===== src/rtl/wb_stage_if.sv =====
// wb_stage_if: MEM-side handshake and register-file write bus of the writeback stage.
interface wb_stage_if #(
    parameter int DATA_W  = 32,
    parameter int RADDR_W = 5,
    parameter int CNT_W   = 64
);
    logic               valid_i;
    logic               ready_o;
    logic               rd_we_i;
    logic [RADDR_W-1:0] rd_addr_i;
    logic [DATA_W-1:0]  alu_res_i;
    logic               is_load_i;
    logic [2:0]         ld_funct3_i;
    logic [DATA_W-1:0]  mem_rdata_i;
    logic               stall_i;
    logic               we_o;
    logic [RADDR_W-1:0] waddr_o;
    logic [DATA_W-1:0]  wdata_o;
    logic               err_o;
    logic [CNT_W-1:0]   instret_o;

    modport slave (
        input  valid_i, rd_we_i, rd_addr_i, alu_res_i, is_load_i, ld_funct3_i, mem_rdata_i, stall_i,
        output ready_o, we_o, waddr_o, wdata_o, err_o, instret_o
    );

    modport master (
        output valid_i, rd_we_i, rd_addr_i, alu_res_i, is_load_i, ld_funct3_i, mem_rdata_i, stall_i,
        input  ready_o, we_o, waddr_o, wdata_o, err_o, instret_o
    );
endinterface


===== src/rtl/wb_stage.sv =====
// wb_stage: writeback stage with a 2-entry skid FIFO, load formatting and retired-instruction counter.
module wb_stage #(
    parameter int DATA_W  = 32,
    parameter int RADDR_W = 5,
    parameter int CNT_W   = 64
) (
    input logic       clk_i,
    input logic       rst_i,
    wb_stage_if.slave bus
);
    typedef struct packed {
        logic               we;
        logic [RADDR_W-1:0] rd;
        logic [DATA_W-1:0]  res;
        logic               err;
    } entry_t;

    entry_t            fifo [2];
    entry_t            in_e;
    entry_t            head;
    logic              rd_ptr, wr_ptr;
    logic [1:0]        count;
    logic              push, pop;
    logic [1:0]        off;
    logic [7:0]        b;
    logic [15:0]       h;
    logic              ld_err;
    logic [DATA_W-1:0] ld_val;

    assign bus.ready_o = rst_i && (count < 2'd2);
    assign push        = bus.valid_i && bus.ready_o;
    assign pop         = (count != 2'd0) && !bus.stall_i;
    assign head        = fifo[rd_ptr];

    // Load data is formatted at push time so mem_rdata_i need only be valid in that cycle.
    always_comb begin
        off    = bus.alu_res_i[1:0];
        b      = 8'(bus.mem_rdata_i >> {off, 3'b000});
        h      = off[1] ? bus.mem_rdata_i[31:16] : bus.mem_rdata_i[15:0];
        ld_err = 1'b0;
        ld_val = '0;
        case (bus.ld_funct3_i)
            3'b000: ld_val = {{(DATA_W-8){b[7]}}, b};
            3'b100: ld_val = {{(DATA_W-8){1'b0}}, b};
            3'b001: begin
                ld_err = off[0];
                ld_val = off[0] ? '0 : {{(DATA_W-16){h[15]}}, h};
            end
            3'b101: begin
                ld_err = off[0];
                ld_val = off[0] ? '0 : {{(DATA_W-16){1'b0}}, h};
            end
            3'b010: begin
                ld_err = off != 2'd0;
                ld_val = (off != 2'd0) ? '0 : bus.mem_rdata_i;
            end
            default: ld_err = 1'b1;
        endcase
        in_e = '{we:  bus.rd_we_i,
                 rd:  bus.rd_addr_i,
                 res: bus.is_load_i ? ld_val : bus.alu_res_i,
                 err: bus.is_load_i && ld_err};
    end

    always_ff @(posedge clk_i) begin
        if (!rst_i) begin
            rd_ptr        <= 1'b0;
            wr_ptr        <= 1'b0;
            count         <= 2'd0;
            bus.we_o      <= 1'b0;
            bus.waddr_o   <= '0;
            bus.wdata_o   <= '0;
            bus.err_o     <= 1'b0;
            bus.instret_o <= '0;
        end else begin
            if (push) begin
                fifo[wr_ptr] <= in_e;
                wr_ptr       <= ~wr_ptr;
            end
            bus.we_o  <= pop && head.we && (head.rd != '0) && !head.err;
            bus.err_o <= pop && head.err;
            if (pop) begin
                rd_ptr        <= ~rd_ptr;
                bus.waddr_o   <= head.rd;
                bus.wdata_o   <= head.res;
                bus.instret_o <= bus.instret_o + 1'b1;
            end
            count <= count + 2'(push) - 2'(pop);
        end
    end
endmodule


===== src/flat_wrapper.sv =====
// flat-port wrapper written by rule: the top's interface ports become plain ports
module wb_stage_flat 
#(
    parameter int DATA_W  = 32,
    parameter int RADDR_W = 5,
    parameter int CNT_W   = 64
)
  (clk_i, rst_i, bus_valid_i, bus_rd_we_i, bus_rd_addr_i, bus_alu_res_i, bus_is_load_i, bus_ld_funct3_i, bus_mem_rdata_i, bus_stall_i, bus_ready_o, bus_we_o, bus_waddr_o, bus_wdata_o, bus_err_o, bus_instret_o);
  wb_stage_if #(.DATA_W(DATA_W), .RADDR_W(RADDR_W), .CNT_W(CNT_W)) bus_i ();
  input logic clk_i;
  input logic rst_i;
  input wire logic [$bits(bus_i.valid_i)-1:0] bus_valid_i;
  input wire logic [$bits(bus_i.rd_we_i)-1:0] bus_rd_we_i;
  input wire logic [$bits(bus_i.rd_addr_i)-1:0] bus_rd_addr_i;
  input wire logic [$bits(bus_i.alu_res_i)-1:0] bus_alu_res_i;
  input wire logic [$bits(bus_i.is_load_i)-1:0] bus_is_load_i;
  input wire logic [$bits(bus_i.ld_funct3_i)-1:0] bus_ld_funct3_i;
  input wire logic [$bits(bus_i.mem_rdata_i)-1:0] bus_mem_rdata_i;
  input wire logic [$bits(bus_i.stall_i)-1:0] bus_stall_i;
  output wire logic [$bits(bus_i.ready_o)-1:0] bus_ready_o;
  output wire logic [$bits(bus_i.we_o)-1:0] bus_we_o;
  output wire logic [$bits(bus_i.waddr_o)-1:0] bus_waddr_o;
  output wire logic [$bits(bus_i.wdata_o)-1:0] bus_wdata_o;
  output wire logic [$bits(bus_i.err_o)-1:0] bus_err_o;
  output wire logic [$bits(bus_i.instret_o)-1:0] bus_instret_o;
  assign bus_i.valid_i = bus_valid_i;
  assign bus_i.rd_we_i = bus_rd_we_i;
  assign bus_i.rd_addr_i = bus_rd_addr_i;
  assign bus_i.alu_res_i = bus_alu_res_i;
  assign bus_i.is_load_i = bus_is_load_i;
  assign bus_i.ld_funct3_i = bus_ld_funct3_i;
  assign bus_i.mem_rdata_i = bus_mem_rdata_i;
  assign bus_i.stall_i = bus_stall_i;
  assign bus_ready_o = bus_i.ready_o;
  assign bus_we_o = bus_i.we_o;
  assign bus_waddr_o = bus_i.waddr_o;
  assign bus_wdata_o = bus_i.wdata_o;
  assign bus_err_o = bus_i.err_o;
  assign bus_instret_o = bus_i.instret_o;
  wb_stage #(.DATA_W(DATA_W), .RADDR_W(RADDR_W), .CNT_W(CNT_W)) u_core (.clk_i(clk_i), .rst_i(rst_i), .bus(bus_i));
endmodule

===== config.mk =====
export PLATFORM = sky130hd
export DESIGN_NAME = wb_stage_flat
export DESIGN_NICKNAME = d
export VERILOG_FILES = /design/src/rtl/wb_stage_if.sv /design/src/rtl/wb_stage.sv /design/src/flat_wrapper.sv
export SDC_FILE = /design/constraint.sdc
export NUM_CORES = 1
export LEC_CHECK = 0
export ABC_AREA = 1
export CORE_MARGIN = 2
export CORE_UTILIZATION = 54
export CTS_BUF_LIST = sky130_fd_sc_hd__clkbuf_8
export DETAILED_ROUTE_END_ITERATION = 10
export PLACE_DENSITY_LB_ADDON = 0.1
export SYNTH_ARGS = -nofsm -noshare
export SYNTH_HDL_FRONTEND = slang
export SYNTH_SLANG_ARGS = --single-unit
export TNS_END_PERCENT = 20

===== constraint.sdc =====
create_clock -name clk_i -period 4 [get_ports clk_i]
set_input_delay 0.8 -clock clk_i [delete_from_list [all_inputs] [get_ports clk_i]]
set_output_delay 0.8 -clock clk_i [all_outputs]
set_load 0.02 [all_outputs]

==> impl_metrics.csv <==
group,metric,value,unit
pwr,p_switching,1.684,mW
logic_synthesis,synth-xor-area-share,0.9479,%
die,die_w,134.8,µm
hold_path,min_path_type,"flip-flop to flip-flop",
pwr,p_int,3.210,mW
logic_synthesis,ys_seq_elements,186,
sta,setup_slack,1.307,ns
worst_setup_path,r2r-start,"u_core.count[1]",
worst_setup_path,path_cells,"buf_2 > clkinv_1 > nor2_1 > clkdlybuf4s50_1",
drt,drt_iter0_drc,473,
worst_setup_path,cp-start-kind,"input pin",
grt,gr-usage-all-layers,27.40,%
die,core_area,16640,µm²
worst_setup_path,worstSetupPathType,"input pin to primary output",
logic_synthesis,synth_async_sr_flop_share,0,%
worst_setup_path,crit_path_start,"rst_i",
placed_design,dp.cells,1564,
placed_design,io_buffers,181,
logic_synthesis,mappedNetlistArea,9240,µm²
logic_synthesis,synth_adder_area_share,0.4062,%
clock_tree,post-cts-setup-buffer-count,0,
outcome,outcome,"finished, final reports clean",
drt,dr_wl_met3,1654,µm
drt,ant_nets,0,
run,maxCapViolCount,0,
cells_and_area,finalNonFillerCells,1596,
clock_tree,htreeDepth,4,
worst_setup_path,cp.required,3.20,ns
placed_design,place_congestion,0.9229,
hold_path,hold_start,"u_core.rd_ptr",
drt,dr.pass1.iters,5,
sta,slew_viol_final,0,
logic_synthesis,ys_seq_area_share,48.75,%
cells_and_area,fin_util,70.02,%
logic_synthesis,yosys.cell_types.count,43,
sta,worst_pin_slew,0.8444,ns
worst_setup_path,crit_path_end_kind,"primary output",
clock_tree,clk-insertion-delay-late,0.49,ns
cells_and_area,drive_gt1_share,8.140,%
worst_setup_path,cp_slowest_cell,"clkdlybuf4s50_1",
die,placementRows,47,
pwr,clkPwrFrac,27.2,%
logic_synthesis,synthMuxAreaShare,1.327,%
sta,holdWs,0.4544,ns
die,die_area,18170,µm²
logic_synthesis,synth_compound_area_share,10.59,%
logic_synthesis,post-synth-top-area-cell,"edfxtp_1",
die,die_y,134.8,µm
cells_and_area,n_antenna_cell,0,
logic_synthesis,ys.flop_type,"dfxtp_1",
worst_setup_path,arrival,1.89,ns
clock_tree,holdBufCountCts,0,
drt,viasPerCell,5.282,
sta,period_share,67.32,%
worst_setup_path,crit_buf_inv,3,
sta,setup_viol,0,
drt,top_layer,"met4",
cells_and_area,syn_to_final_growth,26.11,%
sta,final.min_clock_period,2.693,ns
clock_tree,cts-buffers-inserted,17,
pwr,p_leak,4.693,nW
worst_setup_path,crit_family,"buffers and inverters",
clock_tree,clk_pin_slew,0.11,ns
sta,relSlewSlack,43.71,%
clock_tree,cts-root-buf,"clkbuf_8",
cells_and_area,nets,1444,
pwr,peakVddDrop,0.3074,mV
logic_synthesis,syn-num-nets,1277,
drt,routed-via-count,8430,
pwr,combPwrFrac,24.7,%
logic_synthesis,syn_inst,1196,
placed_design,dp_hpwl,18000,µm
logic_synthesis,synth_top_family_by_area,"simple AND/OR/NAND/NOR gates",
worst_setup_path,reg2reg_slack,2.08,ns
pwr,share_seq_of_total_power,48.1,%
grt,grt_overflow_total,0,
logic_synthesis,yosysWarnings,0,
pwr,p_sw_share,34.41,%
pwr,total_power,4.894,mW
pwr,p_per_area,420.0,nW/µm²
drt,wire_per_inst,15.34,µm
drt,wirelength,24480,µm
sta,hold_violations,0,
logic_synthesis,synth_area_leaders,"edfxtp_1 25%, dfxtp_1 23%, nand2_1 10%",
worst_setup_path,crit_fanout,2,
sta,fin_skew,0.01870,ns
die,num_io_pins,182,
logic_synthesis,synthSimpleGateAreaFrac,30.18,%
clock_tree,post_cts_resized,0,
drt,drc,0,
clock_tree,cts_tree,"yes",
sta,totalNegativeSetupSlack,0,ns
placed_design,place_area,11210,µm²
cells_and_area,postLayoutCellArea,11650,µm²
placed_design,place_ws,0.8609,ns
logic_synthesis,avgSynthCellArea,7.726,µm²
clock_tree,cts.sinks,186,
logic_synthesis,yosys.cell_count.top_type,"nand2_1",
grt,grt_start_max_net_pins,84,
grt,grt_pass1_vias,7964,
worst_setup_path,critPathMaxStageDelay,0.65,ns
grt,grt_pass1_wl,38680,µm
drt,wl_met1,10290,µm
sta,max_freq,0.3714,GHz
logic_synthesis,synth_common_cells,"258 x nand2_1, 193 x nor2_1, 129 x inv_1",
logic_synthesis,synth_edf_count,78,
clock_tree,ctsLongestPathBuffers,2,
die,start_util,55.52,%
sta,rsz0062_at_grt,"no",
drt,met2WireLength,11670,µm
logic_synthesis,synth.top_cell.area_share,25.35,%
grt,grt_antenna_before_repair,0,
## layout make-up
type / count / area, µm²
sequential: 186 / 4506
inverter: 139 / 521.8
clock buffer: 17 / 234.0
multi-input combinational: 829 / 4030
fill: 1400 / 4990
clock inverter: 15 / 211.5
tap: 220 / 275.3
timing repair buffer: 190 / 1874
## power groups by stage
| stage | combinational (mW) | clock [mW] | sequential [mW] |
|---|---|---|---|
| floorplan | 0.572 | 0 | 2.50 |
| global placement | 1.19 | 0 | 2.38 |
| detailed placement | 1.21 | 0 | 2.39 |
| CTS | 1.22 | 1.35 | 2.35 |
| global route | 1.32 | 1.43 | 2.38 |
| finish | 1.21 | 1.33 | 2.35 |
## per-layer routing
metal / up-vias / GRT usage, %
li1: 4238 / -
met4: 0 / 13.10
met5: - / 0
met3: 67 / 6.532
met1: 3825 / 33.71
met2: 300 / 45.43
## state kept, by name, indices dropped and copies added, names as in the netlist, named ones only
register and cells:
u_core.fifo 78, u_core.bus.instret_o 64, u_core.bus.wdata_o 32, u_core.bus.waddr_o 5, u_core.count 2, u_core.bus.err_o 1
u_core.bus.we_o 1, u_core.rd_ptr 1, u_core.wr_ptr 1
## logic make-up (layout without fill, tap and decap cells)
group                    after synthesis  after routing
flip-flops                           186            186
AND/OR/NAND/NOR                      613            613
XOR/XNOR                              10             10
buffers and inverters                181            361
adder cells (fa/ha/maj)                3              3
multiplexers                          12             12
AO/OA/AOI/OAI                        191            191
## path summary, 6_finish.rpt
kind / to / depth (start not counted)
worst max register to register: u_core.bus.instret_o[44] / 8
worst min-delay path: flip-flop / 1
worst max-delay path: bus_ready_o / 4
worst min register to register: flip-flop / 1
## placed cells by master, fill, tap and decap left out, types with 15 or more instances in the layout
master           count
a21oi_1            107
clkbuf_8            17
clkdlybuf4s50_1    180
dfxtp_1            107
edfxtp_1            78
inv_1              129
nand2_1            258
nand2_2             15
nand3_1             60
nand4_1             24
nor2_1             191
nor2_4              15
o21ai_0             66
No activity file was read; power rests on OpenSTA's default activity.
